`config.mk`:
```
export PLATFORM = sky130hd
export DESIGN_NAME = sqr_add_seq_uns
export DESIGN_NICKNAME = d
export VERILOG_FILES = /design/src/rtl/sqr_add_seq_uns.sv
export SDC_FILE = /design/constraint.sdc
export NUM_CORES = 1
export LEC_CHECK = 0
export CAP_MARGIN = 20
export CORE_MARGIN = 8
export CORE_UTILIZATION = 55
export CTS_BUF_LIST = sky130_fd_sc_hd__clkbuf_2
export CTS_CLUSTER_SIZE = 28
export DETAILED_ROUTE_END_ITERATION = 8
export GPL_TIMING_DRIVEN = 0
export HOLD_SLACK_MARGIN = 0.02
export PLACE_DENSITY_LB_ADDON = 0.05
export SLEW_MARGIN = 5
export SYNTH_ARGS = -nofsm -noshare
export SYNTH_HDL_FRONTEND = slang
export SYNTH_SLANG_ARGS = --single-unit
```
`constraint.sdc`:
```
create_clock -name clk_i -period 2.4 [get_ports clk_i]
set_input_delay 0.6 -clock clk_i [delete_from_list [all_inputs] [get_ports clk_i]]
set_output_delay 0.6 -clock clk_i [all_outputs]
set_load 0.005 [all_outputs]
```
`src/rtl/sqr_add_seq_uns.sv`:
```
// Sequential square-and-add: rebuilds X = Q*Q + R from a root/remainder pair,
// one multiplier bit per cycle, with valid/ready on both sides.
module sqr_add_seq_uns #(
   parameter  int widthX = 8,
   localparam int widthQ = (widthX + 1) / 2
) (
   input  logic              clk_i,
   input  logic              rst_ni,
   input  logic              in_valid_i,
   output logic              in_ready_o,
   input  logic [widthQ-1:0] Q_i,
   input  logic [widthQ:0]   R_i,
   output logic              out_valid_o,
   input  logic              out_ready_i,
   output logic [widthX-1:0] X_o,
   output logic              ovf_o,
   output logic              inv_o
);

   localparam int AW = 2 * widthQ + 1;
   localparam int MW = 2 * widthQ;
   localparam int CW = $clog2(widthQ + 1);
   localparam logic [CW-1:0] LAST = CW'(widthQ - 1);

   typedef enum logic [1:0] {IDLE, CALC, DONE} state_t;

   state_t            r_state, w_state_nx;
   logic [AW-1:0]     r_acc;
   logic [MW-1:0]     r_mreg;
   logic [widthQ-1:0] r_qreg;
   logic [CW-1:0]     r_cnt;
   logic              r_inv;

   always_ff @(posedge clk_i or negedge rst_ni) begin
      if (!rst_ni) r_state <= IDLE;
      else         r_state <= w_state_nx;
   end

   always_comb begin
      w_state_nx = r_state;
      case (r_state)
         IDLE:    if (in_valid_i)      w_state_nx = CALC;
         CALC:    if (r_cnt == LAST)   w_state_nx = DONE;
         DONE:    if (out_ready_i)     w_state_nx = IDLE;
         default:                      w_state_nx = IDLE;
      endcase
   end

   // Fixed widthQ iterations, even when qreg empties early, so latency never depends on data.
   always_ff @(posedge clk_i or negedge rst_ni) begin
      if (!rst_ni) begin
         r_acc  <= '0;
         r_mreg <= '0;
         r_qreg <= '0;
         r_cnt  <= '0;
         r_inv  <= 1'b0;
      end else begin
         case (r_state)
            IDLE: if (in_valid_i) begin
               r_acc  <= AW'(R_i);
               r_mreg <= MW'(Q_i);
               r_qreg <= Q_i;
               r_cnt  <= '0;
               r_inv  <= (R_i > {Q_i, 1'b0});
            end
            CALC: begin
               if (r_qreg[0]) r_acc <= r_acc + AW'(r_mreg);
               r_qreg <= r_qreg >> 1;
               r_mreg <= r_mreg << 1;
               r_cnt  <= r_cnt + CW'(1);
            end
            default: ;
         endcase
      end
   end

   assign in_ready_o  = (r_state == IDLE);
   assign out_valid_o = (r_state == DONE);
   assign X_o         = r_acc[widthX-1:0];
   assign ovf_o       = |r_acc[AW-1:widthX];
   assign inv_o       = r_inv;

   // A producer must hold its pair until it is taken.
   a_hold_valid: assert property (@(posedge clk_i) disable iff (!rst_ni)
      (in_valid_i && !in_ready_o) |=> in_valid_i);

endmodule

```
# After elaboration in Yosys (flattened, before gate mapping)
# Index checks and enable logic that the tools add are counted.
[totals] register_bits=27 latchBits=0 mem_bits_rw=0 romBits=0 out_inout_bits=12 wordCells=35 memories=0
[classes] n_addsub=2 n_mul=0 n_div=0 n_lt_le_gt_ge=1 eq_ne=7 shift=0 n_mux=13 bitwise_logic=0 reduce_logical=6
[op_table] cell="$mux W9" n=2
[op_table] cell="$pmux W9 S2" n=1
[op_table] cell="$pmux W8 S2" n=1
[op_table] cell="$add A9 B8 Y9" n=1
[op_table] cell="$mux W8" n=1
[op_table] cell="$pmux W4 S2" n=1
[op_table] cell="$mux W2" n=3
[op_table] cell="$ne A2 B2 Y1 const B" n=3
[op_table] cell="$pmux W2 S3" n=1
[op_table] cell="$pmux W3 S2" n=1
[op_table] cell="$reduce_and A3 Y1" n=2
[op_table] cell="$gt A5 B5 Y1" n=1
[op_table] cell="$mux W4" n=1
[op_table] cell="$reduce_and A2 Y1" n=2
[op_table] cell="$add A3 B1 Y3 const B" n=1
[op_table] cell="$eq A3 B2 Y1 const B" n=1
[op_table] cell="$mux W3" n=1
[op_table] cell="$eq A2 B1 Y1 const B" n=1
[op_table] cell="$eq A2 B2 Y1 const B" n=1
[op_table] cell="$logic_not A2 Y1" n=1
[op_table] cell="$ne A2 B1 Y1 const B" n=1
[op_table] cell="$reduce_bool A2 Y1" n=1

# Depth between registers and ports, before layout
[logic_depth] depth_word=3 mapped_depth=8 ltp_nobuf=8

# Least setup slack after synthesis
# OpenSTA, ideal clock, no wires.
[synth_timing] kind="flip-flop to flip-flop" start="register r_acc[0]" end="register r_acc[8]" t_arrival_ns=1.791 required_time_ns=2.321 path_slack_ns=0.530 stages_incl_launch_ff=9 path_buffers=0 cell_sequence="dfrtp_1 ha_1 inv_1 fa_1 nor2b_4 o31a_1 o21a_1 o31ai_2 mux2i_1"
[synth_between] elab_chain_cells=3
[synth_lines] item="from (decl)" line_no="28" source="logic [AW-1:0] r_acc;"
[synth_lines] item="from (signal assigned)" line_no="60" source="r_acc <= AW'(R_i);"
[synth_lines] item="from (signal assigned)" line_no="67" source="if (r_qreg[0]) r_acc <= r_acc + AW'(r_mreg);"
[synth_lines] item="$add A9 B8 Y9" line_no="67"
[synth_lines] item="$mux W9" line_no="67"
[synth_lines] item="$pmux W9 S2" line_no="58" source="case (r_state)"
# No other way between the ends. The select of a mux whose other input is x is not followed.
# A chain may end at the register's enable or synchronous reset.

# Worst setup path in the final report
[layout_timing] start="register r_state[0]" end="output port in_ready_o"
[layout_between] elab_chain_cells=1
[layout_lines] item="from (decl)" line_no="27" source="state_t r_state, w_state_nx;"
[layout_lines] item="from (signal assigned)" line_no="36" source="else r_state <= w_state_nx;"
[layout_lines] item="$logic_not A2 Y1" line_no="77" source="assign in_ready_o = (r_state == IDLE);"
[layout_lines] item="to (decl)" line_no="10" source="output logic in_ready_o,"
# No other way between the ends.

==> impl_metrics.yaml <==
finish:
  stdcell_area_um2: 1861
  regArea_um2: 675.6
  syn2layout_area_growth_pct: 20.31
  antenna_cells: 0
  multi_input_area_um2: 809.5
  drive_gt1_share_pct: 6.218
  n_fill_cell: 211
  nNetsFinal: 222
worst_setup_path:
  crit_path_max_incr_delay_ns: 0.53
  path_buf_inv: 1
  cp-start-kind: "flop"
  end_kind: "output pin"
  crit_family: "buffers and inverters"
  critical_path_class: "flop to output pin"
  required_ns: 1.80
  worstPathCellList: "nor2_1 > clkdlybuf4s50_1"
  path_max_fanout: 4
  critPathArrivalTime_ns: 1.50
  slowest_stage: "clkdlybuf4s50_1"
timing:
  post-route-period-util_pct: 87.68
  hold_violations: 0
  slew_viol_final: 0
  setup_viol: 0
  worst_slew_pin_slew_ns: 0.5052
  setup_tns_ns: 0
  fmax_mhz: 475.2
  max_slew_margin_pct: 66.32
  skew_ns: 0.008042
  rsz0062_at_grt: "no"
  final.min_clock_period_ns: 2.104
status:
  outcome: "completed"
die:
  rows: 19
  dieHeight_um: 69.03
  die_x_um: 69.03
  die_area_um2: 4764
  pin_count: 25
  core-area_um2: 2710
  initial_core_util_pct: 57.06
grt:
  track_usage_pct: 14.65
  grt_max_degree: 21
  grt_pass1_wl_um: 6113
  antenna_found_initial: 0
  grt_pass1_vias: 1366
  grt_overflow: 0
placement:
  io_buffers: 24
  hpwl_um: 2753
  gp_congestion: 0.8591
  place_area_um2: 1841
clocking:
  cts_root_buffer: "clkbuf_2"
  cts_buffers: 3
  cts_setup_buffers: 0
  clk_pin_slew_ns: 0.25
  ctsResizeCount: 0
  clock_latency_ns: 0.34
  hold_buffers: 0
  cts_tree: "done"
  cts_max_path_buffers: 2
  numClockSinks: 27
  h-tree-depth: 1
power:
  total_power_mw: 2.287
  leakage_nw: 0.8853
  max-vdd-ir-drop_v: 0.0009651
  p_per_area_nw_per_um2: 1229
yosys:
  synth_seq_cells: 27
  synth_area_um2: 1546
  ys_warn_count: 0
  seq_area_frac_synth_pct: 43.69
  syn-num-nets: 192
  ys_types: 36
  syn_area_per_cell_um2: 9.430
  netlist_instances: 164
detailed_routing:
  drt_iter0_markers: 109
  drc: 0
  finalWirelength_um: 3460
  drtPass1Iterations: 4
  via_count: 1289
  vias_per_cell: 5.754
  wire_per_inst_um: 15.45
  postRouteAntennaNets: 0
job:
  max_cap_violations: 0
hold_path:
  hold_class: "primary input to asynchronous set/reset pin"
==> per-stage QoR <==
step / setup WS, ns / hold slack (ns) / util (%) / cells
2_1_floorplan: 0.5298 / 0.3044 / - / 164
3_3_place_gp: 0.3173 / 0.4680 / 67.36 / 219
3_5_place_dp: 0.2733 / 0.4857 / 67.91 / 220
4_1_cts: 0.2650 / 0.5039 / 68.65 / 224
5_1_grt: 0.1770 / 0.4840 / 68.65 / 224
6_report: 0.2956 / 0.4912 / 68.65 / 224
==> final cells by class <==
type,count,share of cell area (%)
buffer,5,1.278
clock buffer,4,1.076
inverter,10,2.017
multi-input combinational,122,43.51
sequential,27,36.31
tap,31,2.085
timing repair buffer,25,13.72
==> final timing paths <==
kind	endpoint	slack, ns	startpoint	cells past startpoint
worst max register to register	r_acc[8]	0.35	r_acc[0]	8
min in group clk_i	inv_o	0.53	inv_o	2
worst min-delay path	r_acc[1]	0.49	rst_ni	1
max in group asynchronous	r_cnt[0]	1.44	rst_ni	2
worst max-delay path	in_ready_o	0.30	r_state[0]	2
worst min register to register	inv_o	0.53	inv_o	2
==> cell families (layout without fill, tap and decap cells) <==
logic type | after synthesis | after routing | synth area share [%]
simple gates | 59 | 59 | 17.56
compound gates | 45 | 45 | 20.39
flops | 27 | 27 | 43.69
fa+ha+maj | 15 | 15 | 12.62
buf+inv | 15 | 44 | 3.964
xor+xnor | 2 | 2 | 1.133
mux | 1 | 1 | 0.6473
==> where the power goes <==
| part | total (mW) | switching [mW] | internal (mW) |
|---|---|---|---|
| clock network | 0.176 | 0.132 | 0.0440 |
| registers | 0.808 | 0.156 | 0.652 |
| logic | 1.30 | 0.692 | 0.611 |
| total | 2.29 | 0.980 | 1.31 |
==> sequential cells by signal, indices dropped and copies added, names as in the netlist <==
signal and flops:
r_cnt 3, inv_o 1, r_qreg 4, r_mreg 8, r_acc 9, r_state 2
==> layout by cell type, fill, tap and decap left out, types with 4 or more instances in the layout <==
master	netlist	final
a21oi_1	5	5
a221o_1	5	5
clkbuf_2	0	4
clkdlybuf4s50_1	0	24
dfrtp_1	27	27
ha_1	14	14
inv_1	10	10
nand2_1	32	32
nand3_1	7	7
nor2_1	7	7
o21ai_0	14	14
==> synthesized netlist by cell type <==
cell      number  share of area [%]
a211oi_1       3                1.5
a21o_1         1               0.49
a21oi_1        5                1.6
a21oi_2        1               0.57
a221o_1        5                3.2
a22o_1         2                1.1
a22oi_1        3                1.5
a32oi_1        1               0.57
and2_1         1               0.40
and2b_2        1               0.57
buf_2          1               0.32
buf_4          1               0.49
clkbuf_1       3               0.73
dfrtp_1       27                 44
fa_1           1                1.3
ha_1          14                 11
inv_1         10                2.4
mux2i_1        1               0.65
nand2_1       32                7.8
nand2b_1       3                1.2
nand3_1        7                2.3
nor2_1         7                1.7
nor2_2         1               0.40
nor2b_1        3                1.2
nor2b_4        1               0.89
nor3_1         2               0.65
nor3b_1        1               0.49
o211ai_1       1               0.49
o21a_1         3                1.5
o21ai_0       14                4.5
o21bai_1       1               0.49
o221ai_1       1               0.57
o31a_1         1               0.57
o31ai_1        2               0.97
o31ai_2        1               0.81
xor2_1         2                1.1
==> metal layers <==
metal	vias up	global-route usage, %	wire length, um	share of wire [%]
met5	-	0	0	0
met4	0	3.417	29	0.84
met3	4	4.435	248	7.2
met2	41	23.87	1586	46
met1	602	18.38	1597	46
li1	642	-	-	-
Note: power is estimated with default switching activity, not from simulation.
